$ cat config.mk
export PLATFORM = sky130hd
export DESIGN_NAME = output_controller_flat
export DESIGN_NICKNAME = d
export VERILOG_FILES = /design/src/rtl/output_controller_pkg.sv /design/src/rtl/output_controller_if.sv /design/src/rtl/output_controller.sv /design/src/flat_wrapper.sv
export SDC_FILE = /design/constraint.sdc
export NUM_CORES = 1
export LEC_CHECK = 0
export BUFFER_PORTS_ARGS = -buffer_cell sky130_fd_sc_hd__buf_2
export CORE_UTILIZATION = 35
export CTS_CLUSTER_DIAMETER = 120
export DETAILED_ROUTE_END_ITERATION = 12
export HOLD_SLACK_MARGIN = 0.08
export PLACE_DENSITY_LB_ADDON = 0.12
export SYNTH_ARGS = -nofsm -noshare
export SYNTH_HDL_FRONTEND = slang
export SYNTH_SLANG_ARGS = --single-unit
$ cat constraint.sdc
create_clock -name clk -period 5.95 [get_ports clk]
set_clock_uncertainty 0.1 [all_clocks]
set_input_delay 1.19 -clock clk [delete_from_list [all_inputs] [get_ports clk]]
set_output_delay 1.19 -clock clk [all_outputs]
set_load 0.01 [all_outputs]
$ cat src/rtl/output_controller_pkg.sv
// Shared constants and state encoding for the result path (input side and output serializer).
package output_controller_pkg;
  localparam int RES_W  = 16;
  localparam int BEATS  = 4;
  localparam int NBYTES = 32;

  typedef enum logic {
    COLLECT = 1'b0,
    SEND    = 1'b1
  } state_e;
endpackage

$ cat src/rtl/output_controller_if.sv
// Result-beat input handshake and serialized byte output handshake.
interface output_controller_if;
  import output_controller_pkg::*;

  logic             res_valid;
  logic             res_ready;
  logic [RES_W-1:0] res1;
  logic [RES_W-1:0] res2;
  logic [RES_W-1:0] res3;
  logic [RES_W-1:0] res4;
  logic [7:0]       out_data;
  logic             out_valid;
  logic             out_ready;
  logic             done;
  logic             busy;

  modport slave (
    input  res_valid, res1, res2, res3, res4, out_ready,
    output res_ready, out_data, out_valid, done, busy
  );

  modport master (
    output res_valid, res1, res2, res3, res4, out_ready,
    input  res_ready, out_data, out_valid, done, busy
  );
endinterface

$ cat src/rtl/output_controller.sv
// Collects BEATS result beats into a frame buffer, then streams the frame out as NBYTES bytes.
module output_controller
  import output_controller_pkg::*;
(
  input  logic               clk,
  input  logic               reset_n,
  output_controller_if.slave bus
);
  localparam int BTW = $clog2(BEATS);
  localparam int BCW = $clog2(NBYTES);

  state_e                          r_state;
  logic [BTW-1:0]                  r_beat_cnt;
  logic [BCW-1:0]                  r_byte_cnt;
  logic [0:BEATS-1][4*RES_W-1:0]   r_buf;
  logic [7:0]                      r_out_data;
  logic                            r_out_valid;
  logic                            r_done;
  logic                            r_busy;

  logic [0:NBYTES-1][7:0]          w_bytes;
  logic                            w_res_ready;
  logic                            w_beat_xfer;
  logic                            w_byte_xfer;

  // Row-major buffer, res1 in the top bits of each row, so byte k is simply element k.
  assign w_bytes     = r_buf;
  // Gating with reset_n keeps res_ready low for the whole reset and high right after release.
  assign w_res_ready = reset_n & (r_state == COLLECT);
  assign w_beat_xfer = bus.res_valid & w_res_ready;
  assign w_byte_xfer = r_out_valid & bus.out_ready;

  always_ff @(posedge clk or negedge reset_n) begin
    if (!reset_n) begin
      r_state     <= COLLECT;
      r_beat_cnt  <= '0;
      r_byte_cnt  <= '0;
      r_buf       <= '0;
      r_out_data  <= '0;
      r_out_valid <= 1'b0;
      r_done      <= 1'b0;
      r_busy      <= 1'b0;
    end else begin
      r_done <= 1'b0;
      case (r_state)
        COLLECT: begin
          if (w_beat_xfer) begin
            r_buf[r_beat_cnt] <= {bus.res1, bus.res2, bus.res3, bus.res4};
            r_beat_cnt        <= r_beat_cnt + BTW'(1);
            // Byte 0 lives in row 0, which is already stored when the last beat lands.
            if (r_beat_cnt == BTW'(BEATS-1)) begin
              r_state     <= SEND;
              r_busy      <= 1'b1;
              r_out_valid <= 1'b1;
              r_out_data  <= w_bytes[0];
            end
          end
        end
        SEND: begin
          if (w_byte_xfer) begin
            if (r_byte_cnt == BCW'(NBYTES-1)) begin
              r_state     <= COLLECT;
              r_busy      <= 1'b0;
              r_out_valid <= 1'b0;
              r_done      <= 1'b1;
              r_byte_cnt  <= '0;
              r_beat_cnt  <= '0;
            end else begin
              r_byte_cnt <= r_byte_cnt + BCW'(1);
              r_out_data <= w_bytes[r_byte_cnt + BCW'(1)];
            end
          end
        end
      endcase
    end
  end

  assign bus.res_ready = w_res_ready;
  assign bus.out_data  = r_out_data;
  assign bus.out_valid = r_out_valid;
  assign bus.done      = r_done;
  assign bus.busy      = r_busy;
endmodule

$ cat src/flat_wrapper.sv
// flat-port wrapper written by rule: the top's interface ports become plain ports
module output_controller_flat import output_controller_pkg::*;
  (clk, reset_n, bus_res_valid, bus_res1, bus_res2, bus_res3, bus_res4, bus_out_ready, bus_res_ready, bus_out_data, bus_out_valid, bus_done, bus_busy);
  output_controller_if bus_i ();
  input  logic clk;
  input  logic reset_n;
  input wire logic [$bits(bus_i.res_valid)-1:0] bus_res_valid;
  input wire logic [$bits(bus_i.res1)-1:0] bus_res1;
  input wire logic [$bits(bus_i.res2)-1:0] bus_res2;
  input wire logic [$bits(bus_i.res3)-1:0] bus_res3;
  input wire logic [$bits(bus_i.res4)-1:0] bus_res4;
  input wire logic [$bits(bus_i.out_ready)-1:0] bus_out_ready;
  output wire logic [$bits(bus_i.res_ready)-1:0] bus_res_ready;
  output wire logic [$bits(bus_i.out_data)-1:0] bus_out_data;
  output wire logic [$bits(bus_i.out_valid)-1:0] bus_out_valid;
  output wire logic [$bits(bus_i.done)-1:0] bus_done;
  output wire logic [$bits(bus_i.busy)-1:0] bus_busy;
  assign bus_i.res_valid = bus_res_valid;
  assign bus_i.res1 = bus_res1;
  assign bus_i.res2 = bus_res2;
  assign bus_i.res3 = bus_res3;
  assign bus_i.res4 = bus_res4;
  assign bus_i.out_ready = bus_out_ready;
  assign bus_res_ready = bus_i.res_ready;
  assign bus_out_data = bus_i.out_data;
  assign bus_out_valid = bus_i.out_valid;
  assign bus_done = bus_i.done;
  assign bus_busy = bus_i.busy;
  output_controller u_core (.clk(clk), .reset_n(reset_n), .bus(bus_i));
endmodule
==> impl_metrics.tcl <==
set metrics [dict create \
    status "complete, no violations" \
    die_h_um 190.6 \
    wire_per_inst_um 22.74 \
    port_buffers 79 \
    crit_family "compound AO/OA/AOI/OAI gates" \
    cp-start-kind "flip-flop" \
    grt_pass1_vias 8024 \
    grt_pass1_wl_mm 48.24 \
    clock.fmax_mhz 279.4 \
    r2r_start "u_core.r_byte_cnt[0]" \
    crit_arrival_ns 3.85 \
    p_sw_mw 2.597 \
    cts_buffer_depth 3 \
    cts_tree "done" \
    gr-usage-all-layers_pct 17.56 \
    yosys_warnings 0 \
    syn_nets 858 \
    end_kind "flip-flop" \
    dr_wl_met3_mm 1.118 \
    worst_pin_slew_ns 1.056 \
    insertion_delay_ns 0.50 \
    setup_viol 0 \
    grt_setup_unrepaired "false" \
    nFillCells 3156 \
    cts.sinks 274 \
    place_inst 1279 \
    synthCells 784 \
    antenna_found_initial 0 \
    critical_path.cell_chain "ha_2, buf_12, mux4_2, and2_1, a2111oi_0, a311oi_1, a221o_1" \
    ys_async_sr_fraction_pct 100.0 \
    required_ns 6.23 \
    power.share.combinational_pct 35.9 \
    synthToLayoutAreaGrowth_pct 16.11 \
    overflow 0 \
    slowest_delay_ns 0.79 \
    ios 80 \
    slew_headroom_pct 29.63 \
    synth_xor_area_share_pct 0.2814 \
    ys_types 36 \
    top_layer "met4" \
    setup_tns_ns 0 \
    first_pass_iters 4 \
    cts_hold_buf 0 \
    crit_type "flip-flop to flip-flop" \
    dieArea_mm2 0.03632 \
    numCtsBuffers 34 \
    ys.flop_type "dfrtp_1" \
    antenna_cells 0 \
    synth_adder_area_share_pct 0.6031 \
    final_nets 934 \
    cts-resized-gates 0 \
    grt_max_degree 75 \
    viasPerCell 5.320 \
    seq_power_share_pct 39.0 \
    start_util_pct 35.77 \
    slowest_stage "ha_2" \
    mostFrequentLayoutCell "dfrtp_1" \
    wl_met1_mm 12.39 \
    path_buf_inv 1 \
    hold_path_class "flip-flop to flip-flop" \
    post-route-min-period_ns 3.580 \
    regArea_mm2 0.006860 \
    drcViolationCount 0 \
    cts_setup_buffers 0 \
    dpl.hpwl_mm 20.57 \
    drive_above_1_share_pct 53.63 \
    rows 68 \
    synth_edf_count 0 \
    synth_area_mm2 0.01245 \
    powerDensity_mw_per_mm2 583.7 \
    r2r_cells 7 \
    ant_nets 0 \
    synth_compound_area_share_pct 3.277 \
    maxCapViolCount 0 \
    intPower_mw 5.839 \
    instances_no_fill 1337 \
    worst-r2r-setup-slack_ns 2.37 \
    maxSlewViolCount 0 \
    final_cell_mix "273 x dfrtp_1, 257 x mux2_2, 78 x buf_2" \
    root_buffer "clkbuf_16" \
    period_share_pct 60.16 \
    clk_pin_slew_ns 0.06 \
    synth-seq-cells 274 \
    htree_num_levels 2 \
    multi_input_area_mm2 0.005320 \
    wl_met2_mm 16.24 \
    place_congestion 0.7452 \
    synthMuxAreaShare_pct 35.59 \
    ys_seq_area_share_pct 55.08 \
    core_area_mm2 0.03480 \
    peakVddDrop_v 0.0002950 \
    synth_top_family_by_area "multiplexers" \
    min_to "u_core.r_buf[230]" \
    finalHoldViolations 0 \
    synth-simple-area-share_pct 2.774 \
    wirelength_mm 30.41 \
    p_clk_share_pct 25.1 \
    netSwitchingFraction_pct 30.79 \
    p_leak_nw 6.249 \
    avgSynthCellArea_um2 15.88 \
    path_max_fanout 49 \
    num_vias 7113 \
    die_w_um 190.6 \
    min_path_cells 1 \
    drt_iter0_markers 290 \
    min_from "u_core.r_buf[230]" \
    rr_endpoint "u_core.bus.out_data[4]" \
]
==> power by group through the flow <==
stage / clock (mW) / sequential [mW] / combinational, mW
finish: 2.12 / 3.29 / 3.03
floorplan: 0 / 3.08 / 2.37
CTS: 2.18 / 3.30 / 3.11
global placement: 0 / 3.25 / 3.01
global route: 2.26 / 3.42 / 3.27
detailed placement: 0 / 3.33 / 3.10
==> per-stage QoR <==
stage / utilization (%) / setup slack, ns / cell area, um^2 / hold WS (ns) / power, mW
after global placement: 38.22 / 2.254 / 13300 / 0.3818 / 6.265
after global routing: 41.54 / 2.094 / 14450 / 0.4107 / 8.953
final: 41.54 / 2.370 / 14450 / 0.3978 / 8.436
after floorplan: - / 3.127 / 12450 / 0.3704 / 5.448
after detailed placement: 38.22 / 2.127 / 13300 / 0.3881 / 6.433
after CTS: 41.54 / 2.287 / 14450 / 0.4002 / 8.594
==> area by class of cell <==
type	instances	area share [%]
sequential	274	47.46
multi-input combinational	452	36.81
clock buffer	47	6.717
tap	455	3.939
timing repair buffer	95	3.722
clock inverter	11	1.273
inverter	3	0.07791
==> sequential cells by signal (all words and copies together), names as in the netlist <==
register,flops
u_core.r_byte_cnt,5
u_core.r_buf,256
u_core.r_state,1
u_core.r_beat_cnt,2
u_core.bus.out_valid,1
u_core.bus.out_data,8
u_core.bus.done,1
==> kinds of logic (layout without fill, tap and decap cells) <==
family | after synthesis | count (layout)
adder cells (fa/ha/maj) | 6 | 6
AO/OA/AOI/OAI | 48 | 48
flip-flops | 274 | 274
AND/OR/NAND/NOR | 65 | 65
multiplexers | 329 | 329
buffers and inverters | 58 | 156
XOR/XNOR | 4 | 4
==> layer usage <==
layer | global-route usage, % | vias up
li1 | - | 3124
met1 | 21.65 | 3825
met2 | 31.66 | 124
met3 | 2.742 | 40
met4 | 4.862 | 0
met5 | 0 | -
==> Yosys cell counts, types with 3 or more instances <==
library cell / count / area share (%)
dfrtp_1: 274 / 55
mux2_2: 257 / 23
mux4_2: 60 / 11
clkbuf_1: 30 / 0.90
nand2_1: 28 / 0.84
and2_1: 18 / 0.90
buf_2: 15 / 0.60
a2111oi_0: 14 / 0.99
a221o_1: 8 / 0.64
a311oi_1: 8 / 0.56
a41oi_1: 8 / 0.56
mux2i_1: 8 / 0.64
nor3b_1: 8 / 0.48
ha_1: 6 / 0.60
o21ai_0: 5 / 0.20
mux4_1: 4 / 0.84
buf_4: 3 / 0.18
buf_6: 3 / 0.27
inv_1: 3 / 0.090
nand3_1: 3 / 0.12
==> worst register-to-register path: cells and delay by family, from the launching register on <==
family / cells / cell delay, ns
buffers and inverters: 1 / 0.41
flip-flops: 1 / 0.72
AO/OA/AOI/OAI: 3 / 0.80
AND/OR/NAND/NOR: 1 / 0.18
adder cells (fa/ha/maj): 1 / 0.82
multiplexers: 1 / 0.43
==> how the worst max path moves through the flow <==
stage,cells after the start,to,from,slack (ns)
finish,7,u_core.bus.out_data[4],u_core.r_byte_cnt[0],2.37
global route,7,u_core.bus.out_data[4],u_core.r_byte_cnt[0],2.09
global placement,5,u_core.r_buf[34],reset_n,2.25
CTS,7,u_core.bus.out_data[4],u_core.r_byte_cnt[0],2.29
detailed placement,5,u_core.r_buf[46],reset_n,2.13
floorplan,7,u_core.bus.out_data[0],reset_n,3.13
(Power assumes the default switching activity.)
